[config.mk]
export PLATFORM = sky130hd
export DESIGN_NAME = encoder83_event_flat
export DESIGN_NICKNAME = d
export VERILOG_FILES = /design/src/rtl/encoder83_pkg.sv /design/src/rtl/encoder83_event_if.sv /design/src/rtl/encoder83_event_debounce_sync.sv /design/src/rtl/encoder83_event.sv /design/src/flat_wrapper.sv
export SDC_FILE = /design/constraint.sdc
export NUM_CORES = 1
export LEC_CHECK = 0
export ABC_CLOCK_PERIOD_IN_PS = 4400
export BUFFER_PORTS_ARGS = -buffer_cell sky130_fd_sc_hd__buf_2
export CORE_MARGIN = 2
export CORE_UTILIZATION = 61
export CTS_CLUSTER_DIAMETER = 200
export DETAILED_ROUTE_END_ITERATION = 8
export GPL_TIMING_DRIVEN = 0
export HOLD_SLACK_MARGIN = 0.02
export PLACE_DENSITY = 0.87
export SETUP_SLACK_MARGIN = 0.2
export SLEW_MARGIN = 20
export SYNTH_ARGS = -nofsm -noshare
export SYNTH_HDL_FRONTEND = slang
export SYNTH_SLANG_ARGS = --single-unit
[constraint.sdc]
create_clock -name clk -period 4.4 [get_ports clk]
set_input_delay 0.66 -clock clk [delete_from_list [all_inputs] [get_ports clk]]
set_output_delay 0.66 -clock clk [all_outputs]
set_load 0.05 [all_outputs]
[src/rtl/encoder83_pkg.sv]
// Shared types and constants for the registered 8-to-3 event encoder.
package encoder83_pkg;

  localparam int unsigned N_LINES = 8;
  localparam int unsigned IDX_W   = 3;

  typedef logic [IDX_W-1:0] idx_t;

  typedef enum logic {
    IDLE,
    PRESSED
  } state_t;

  localparam idx_t             A_N_IDLE = 3'b111;
  localparam logic [N_LINES:0] SYNC_RST = '1;

  // Highest set bit wins; later iterations overwrite lower indices.
  function automatic idx_t prio_idx(input logic [N_LINES-1:0] req);
    idx_t idx;
    idx = '0;
    for (int unsigned i = 0; i < N_LINES; i++) begin
      if (req[i]) idx = idx_t'(i);
    end
    return idx;
  endfunction

endpackage

[src/rtl/encoder83_event_if.sv]
// Key-code event handshake between the encoder and its consumer.
interface encoder83_event_if;
  import encoder83_pkg::*;

  idx_t code;
  logic code_valid;
  logic code_ready;
  logic overrun;

  modport master (output code, output code_valid, output overrun, input code_ready);
  modport slave  (input code, input code_valid, input overrun, output code_ready);
endinterface

[src/rtl/encoder83_event_debounce_sync.sv]
// Two-flop synchroniser followed by a stability counter; stable only follows
// a value that has been held for DB_CYCLES consecutive cycles.
module debounce_sync #(
  parameter int unsigned W         = 9,
  parameter int unsigned DB_CYCLES = 16,
  parameter logic [W-1:0] RST_VAL  = '1
) (
  input  logic         clk,
  input  logic         rst,
  input  logic [W-1:0] din,
  output logic [W-1:0] stable
);

  localparam int unsigned CNT_W = (DB_CYCLES > 1) ? $clog2(DB_CYCLES) : 1;
  localparam logic [CNT_W-1:0] CNT_MAX = CNT_W'(DB_CYCLES - 1);

  logic [W-1:0]     sync1_q, sync1_d;
  logic [W-1:0]     sync2_q, sync2_d;
  logic [W-1:0]     cand_q, cand_d;
  logic [W-1:0]     stable_q, stable_d;
  logic [CNT_W-1:0] cnt_q, cnt_d;

  always_comb begin
    sync1_d  = din;
    sync2_d  = sync1_q;
    cand_d   = cand_q;
    cnt_d    = cnt_q;
    stable_d = stable_q;
    if (sync2_q != cand_q) begin
      cand_d = sync2_q;
      cnt_d  = '0;
    end else if (cnt_q != CNT_MAX) begin
      cnt_d = cnt_q + CNT_W'(1);
    end else begin
      stable_d = cand_q;
    end
  end

  always_ff @(posedge clk or posedge rst) begin
    if (rst) begin
      sync1_q  <= RST_VAL;
      sync2_q  <= RST_VAL;
      cand_q   <= RST_VAL;
      stable_q <= RST_VAL;
      cnt_q    <= '0;
    end else begin
      sync1_q  <= sync1_d;
      sync2_q  <= sync2_d;
      cand_q   <= cand_d;
      stable_q <= stable_d;
      cnt_q    <= cnt_d;
    end
  end

  assign stable = stable_q;

endmodule

[src/rtl/encoder83_event.sv]
// Registered 74148-style priority encoder with debounced inputs; each new
// winning request line is issued once as a code on a valid/ready handshake.
module encoder83_event
  import encoder83_pkg::*;
#(
  parameter int unsigned DB_CYCLES = 16
) (
  input  logic               clk,
  input  logic               rst,
  input  logic               ei_n,
  input  logic [N_LINES-1:0] i_n,
  output idx_t               a_n,
  output logic               gs_n,
  output logic               eo_n,
  encoder83_event_if.master  evt
);

  logic [N_LINES:0]   stable;
  logic               enabled, any, active;
  logic [N_LINES-1:0] req;
  idx_t               idx;
  logic               issue, xfer, accept;

  idx_t   a_n_q, a_n_d;
  logic   gs_n_q, gs_n_d;
  logic   eo_n_q, eo_n_d;
  state_t state_q, state_d;
  idx_t   last_idx_q, last_idx_d;
  idx_t   code_q, code_d;
  logic   code_valid_q, code_valid_d;
  logic   overrun_q, overrun_d;

  debounce_sync #(
    .W        (N_LINES + 1),
    .DB_CYCLES(DB_CYCLES),
    .RST_VAL  (SYNC_RST)
  ) u_debounce (
    .clk   (clk),
    .rst   (rst),
    .din   ({ei_n, i_n}),
    .stable(stable)
  );

  always_comb begin
    enabled = ~stable[N_LINES];
    req     = ~stable[N_LINES-1:0];
    any     = |req;
    idx     = prio_idx(req);
    active  = enabled & any;

    a_n_d  = active ? ~idx : A_N_IDLE;
    gs_n_d = ~active;
    eo_n_d = ~(enabled & ~any);

    state_d    = state_q;
    last_idx_d = last_idx_q;
    issue      = 1'b0;
    unique case (state_q)
      IDLE: begin
        if (active) begin
          state_d    = PRESSED;
          last_idx_d = idx;
          issue      = 1'b1;
        end
      end
      PRESSED: begin
        if (!active) begin
          state_d = IDLE;
        end else if (idx != last_idx_q) begin
          last_idx_d = idx;
          issue      = 1'b1;
        end
      end
      default: state_d = IDLE;
    endcase

    // The stored index tracks every detected change, even a dropped one,
    // so a held key does not keep generating drops.
    xfer         = code_valid_q & evt.code_ready;
    accept       = issue & (~code_valid_q | xfer);
    code_d       = code_q;
    code_valid_d = code_valid_q;
    overrun_d    = overrun_q;
    if (xfer) begin
      code_valid_d = 1'b0;
      overrun_d    = 1'b0;
    end
    if (accept) begin
      code_d       = idx;
      code_valid_d = 1'b1;
    end
    if (issue && !accept) begin
      overrun_d = 1'b1;
    end
  end

  always_ff @(posedge clk or posedge rst) begin
    if (rst) begin
      a_n_q        <= A_N_IDLE;
      gs_n_q       <= 1'b1;
      eo_n_q       <= 1'b1;
      state_q      <= IDLE;
      last_idx_q   <= '0;
      code_q       <= '0;
      code_valid_q <= 1'b0;
      overrun_q    <= 1'b0;
    end else begin
      a_n_q        <= a_n_d;
      gs_n_q       <= gs_n_d;
      eo_n_q       <= eo_n_d;
      state_q      <= state_d;
      last_idx_q   <= last_idx_d;
      code_q       <= code_d;
      code_valid_q <= code_valid_d;
      overrun_q    <= overrun_d;
    end
  end

  assign a_n            = a_n_q;
  assign gs_n           = gs_n_q;
  assign eo_n           = eo_n_q;
  assign evt.code       = code_q;
  assign evt.code_valid = code_valid_q;
  assign evt.overrun    = overrun_q;

endmodule
[src/flat_wrapper.sv]
// flat-port wrapper written by rule: the top's interface ports become plain ports
module encoder83_event_flat import encoder83_pkg::*;
#(
  parameter int unsigned DB_CYCLES = 16
)
  (clk, rst, ei_n, i_n, a_n, gs_n, eo_n, evt_code, evt_code_valid, evt_overrun, evt_code_ready);
  encoder83_event_if evt_i ();
  input  logic clk;
  input  logic rst;
  input  logic ei_n;
  input  logic [N_LINES-1:0] i_n;
  output idx_t a_n;
  output logic gs_n;
  output logic eo_n;
  output wire logic [$bits(evt_i.code)-1:0] evt_code;
  output wire logic [$bits(evt_i.code_valid)-1:0] evt_code_valid;
  output wire logic [$bits(evt_i.overrun)-1:0] evt_overrun;
  input wire logic [$bits(evt_i.code_ready)-1:0] evt_code_ready;
  assign evt_code = evt_i.code;
  assign evt_code_valid = evt_i.code_valid;
  assign evt_overrun = evt_i.overrun;
  assign evt_i.code_ready = evt_code_ready;
  encoder83_event #(.DB_CYCLES(DB_CYCLES)) u_core (.clk(clk), .rst(rst), .ei_n(ei_n), .i_n(i_n), .a_n(a_n), .gs_n(gs_n), .eo_n(eo_n), .evt(evt_i));
endmodule
==> metrics <==
Synth Register Bits 54; vias in the first global route 1269; CTS Sinks 54; Worst Skew 12.16 ps; setup bufs post-CTS 0; count leader, synth dfstp_2; crit path DAT 2190 ps; DR DRC count 0; H-tree lvl count 2; met3 Use GR 3.243%; Reg clk slew, reported paths 150 ps; Slew HR 64.64%; clk_lat worst skew 360 ps; CTS resizes 0; final hold slack 313.0 ps; post-synth top area share 51.16%; post-route minimum period 1922 ps; Post-synth EDFFs 0; yosys warns 0; Synth Net Count 163; class of the worst hold path primary input to async pin; Power Dens Cells 335.4 nW/um^2; CP Max Fanout 8; Mapped Area 2106 um^2; Tot GR Track Use 17.45%; Synth Instances 150; Pleak 0.9997 nW; largest cells by area after synthesis dfstp_2 (51%), dfrtp_1 (15%), mux2_4 (6.4%), xor2_1 (3.3%), nand2_1 (3.0%); CTS tree built; ANT cells 0; CP required 4670 ps; IO Port Bufs 21; area delta synth->final 11.53%; via density per instance 5.283; Setup crit start kind flop; fin. max-slew vios 0; Max-Cap Viols 0; Post-synth ARST share 100.0%; # hold bufs at CTS 0; final worst slack 2478 ps; Final Wtd Congestion 0.8431; pre-CTS setup slack 2496 ps; initial core utilization 63.10%; nets@finish 192; RSZ-0062 raised after global routing false; number of DRC markers in iteration 0 51; measured slew at the worst slew-check pin 529.6 ps; global route hottest layer met2; M2 GR Usage 32.12%; final setup TNS 0 ps; maximum clock rate 520.3 MHz; row cnt 21; met1 Use GR 19.95%; core area 3337 um^2; Via Count 1194; Die Span Y 62.76 um; top_reg_cell synth dfstp_2; hpwl dp 2327 um; CP Class flop to flop; status complete, no violations; largest net degree at the start of global routing 30; Yosys cell types 39; biggest area consumer among synthesized cells dfstp_2; initial antenna violation count 0; Die ar. 3938 um^2; first-pass iteration count of the detailed router 4; global route overflow 0; share of cells above drive strength 1 49.44%; power consumption 787.8 uW; clock root cell clkbuf_4; Post-synth top cells dfstp_2 (41), nand2_1 (17), dfrtp_1 (13); Tcrit/Tclk final 43.68%; final setup fails 0; num ports 22; first-pass GRT wire length 5395 um; Longest Clk Path Bufs 2; TritonCTS buffer count 5; Final ANT Viol Nets 0; Final Hold Viols 0; Seq/Total Area, Yosys 66.61%; DIE WIDTH 62.76 um; Detailed Route WL 3039 um; Wirelength per Cell 13.45 um; worst IR drop on VDD 0.0002736 V; crit end category flop; Mapped Avg Cell Area 14.04 um^2
## layout make-up
type	count	area [um^2]
multi-input cells	83	654.4
flip-flops and latches	54	1403
clock inverters	3	22.52
repair buffers	22	125.1
inverters	3	11.26
clock buffers	5	37.54
fillers	242	988.4
plain buffers	10	37.54
well taps	46	57.56
## worst paths after layout
path	depth (start not counted)	from	endpoint	slack [ps]
min in group clk	0	u_core.u_debounce.sync1_q[3]$_DFF_PP1_	u_core.u_debounce.sync2_q[3]$_DFF_PP1_	370
worst max-delay path	5	u_core.u_debounce.stable[7]$_DFFE_PP1P_	u_core.evt.code[2]$_DFFE_PP0P_	2480
worst min register to register	0	u_core.u_debounce.sync1_q[3]$_DFF_PP1_	u_core.u_debounce.sync2_q[3]$_DFF_PP1_	370
max in group asynchronous	3	rst	u_core.u_debounce.sync1_q[3]$_DFF_PP1_	3490
worst max register to register	5	u_core.u_debounce.stable[7]$_DFFE_PP1P_	u_core.evt.code[2]$_DFFE_PP0P_	2480
worst min-delay path	2	rst	u_core.evt.code_valid$_DFFE_PP0P_	310
## registers in the layout (all words and copies together) (netlist names)
register,count
u_core.u_debounce.cand_q,9
u_core.u_debounce.stable,9
u_core.u_debounce.sync1_q,9
u_core.u_debounce.sync2_q,9
u_core.u_debounce.cnt_q,4
u_core.a_n,3
u_core.evt.code,3
u_core.last_idx_q,3
u_core.eo_n,1
u_core.evt.code_valid,1
u_core.evt.overrun,1
u_core.gs_n,1
u_core.state_q,1
## layer usage
layer | share of wire [%] | routed length [um]
met4 | 1.4 | 44
met2 | 54 | 1639
met5 | 0 | 0
met3 | 3.7 | 111
met1 | 41 | 1244
## cells in the final DEF (no fill, tap or decap), types with 2 or more instances in the layout
master | synthesis | final
dfstp_2 | 41 | 41
buf_2 | 0 | 21
nand2_1 | 17 | 17
dfrtp_1 | 13 | 13
clkbuf_1 | 10 | 10
mux2_4 | 9 | 9
xor2_1 | 8 | 8
clkbuf_4 | 0 | 5
xnor2_1 | 4 | 4
nand2b_1 | 4 | 4
nor2_1 | 4 | 4
nand3_1 | 3 | 3
nor2b_1 | 3 | 3
nor3_1 | 3 | 3
and4_1 | 2 | 2
inv_2 | 1 | 2
mux2_1 | 2 | 2
a21oi_1 | 2 | 2
## cell families (layout without fill, tap and decap cells)
| group | count (synthesis) | count (layout) | share of synthesized area, % |
|---|---|---|---|
| adder cells (fa/ha/maj) | 1 | 1 | 0.5941 |
| buffers and inverters | 13 | 43 | 2.317 |
| flip-flops | 54 | 54 | 66.61 |
| AO/OA/AOI/OAI | 12 | 12 | 4.576 |
| XOR/XNOR | 12 | 12 | 4.991 |
| AND/OR/NAND/NOR | 46 | 46 | 12.95 |
| multiplexers | 12 | 12 | 7.962 |
## report_power, final
part | switching, mW | internal [mW]
sequential | 0.00884 | 0.522
combinational | 0.0265 | 0.0147
clock | 0.150 | 0.0650
total | 0.186 | 0.602
## through the flow
step / cell area, um^2 / std cells / util, %
2_1_floorplan: 2106 / 150 / -
3_3_place_gp: 2268 / 217 / 67.98
3_5_place_dp: 2288 / 218 / 68.58
4_1_cts: 2349 / 226 / 70.38
5_1_grt: 2349 / 226 / 70.38
6_report: 2349 / 226 / 70.38
## critical path: stages, from the launching register on
cell and delay, ps:
dfstp_2 630, nand2_1 80, a31o_1 230, xor2_1 190
o31ai_2 340, mux2_1 360
(Power assumes the default switching activity.)
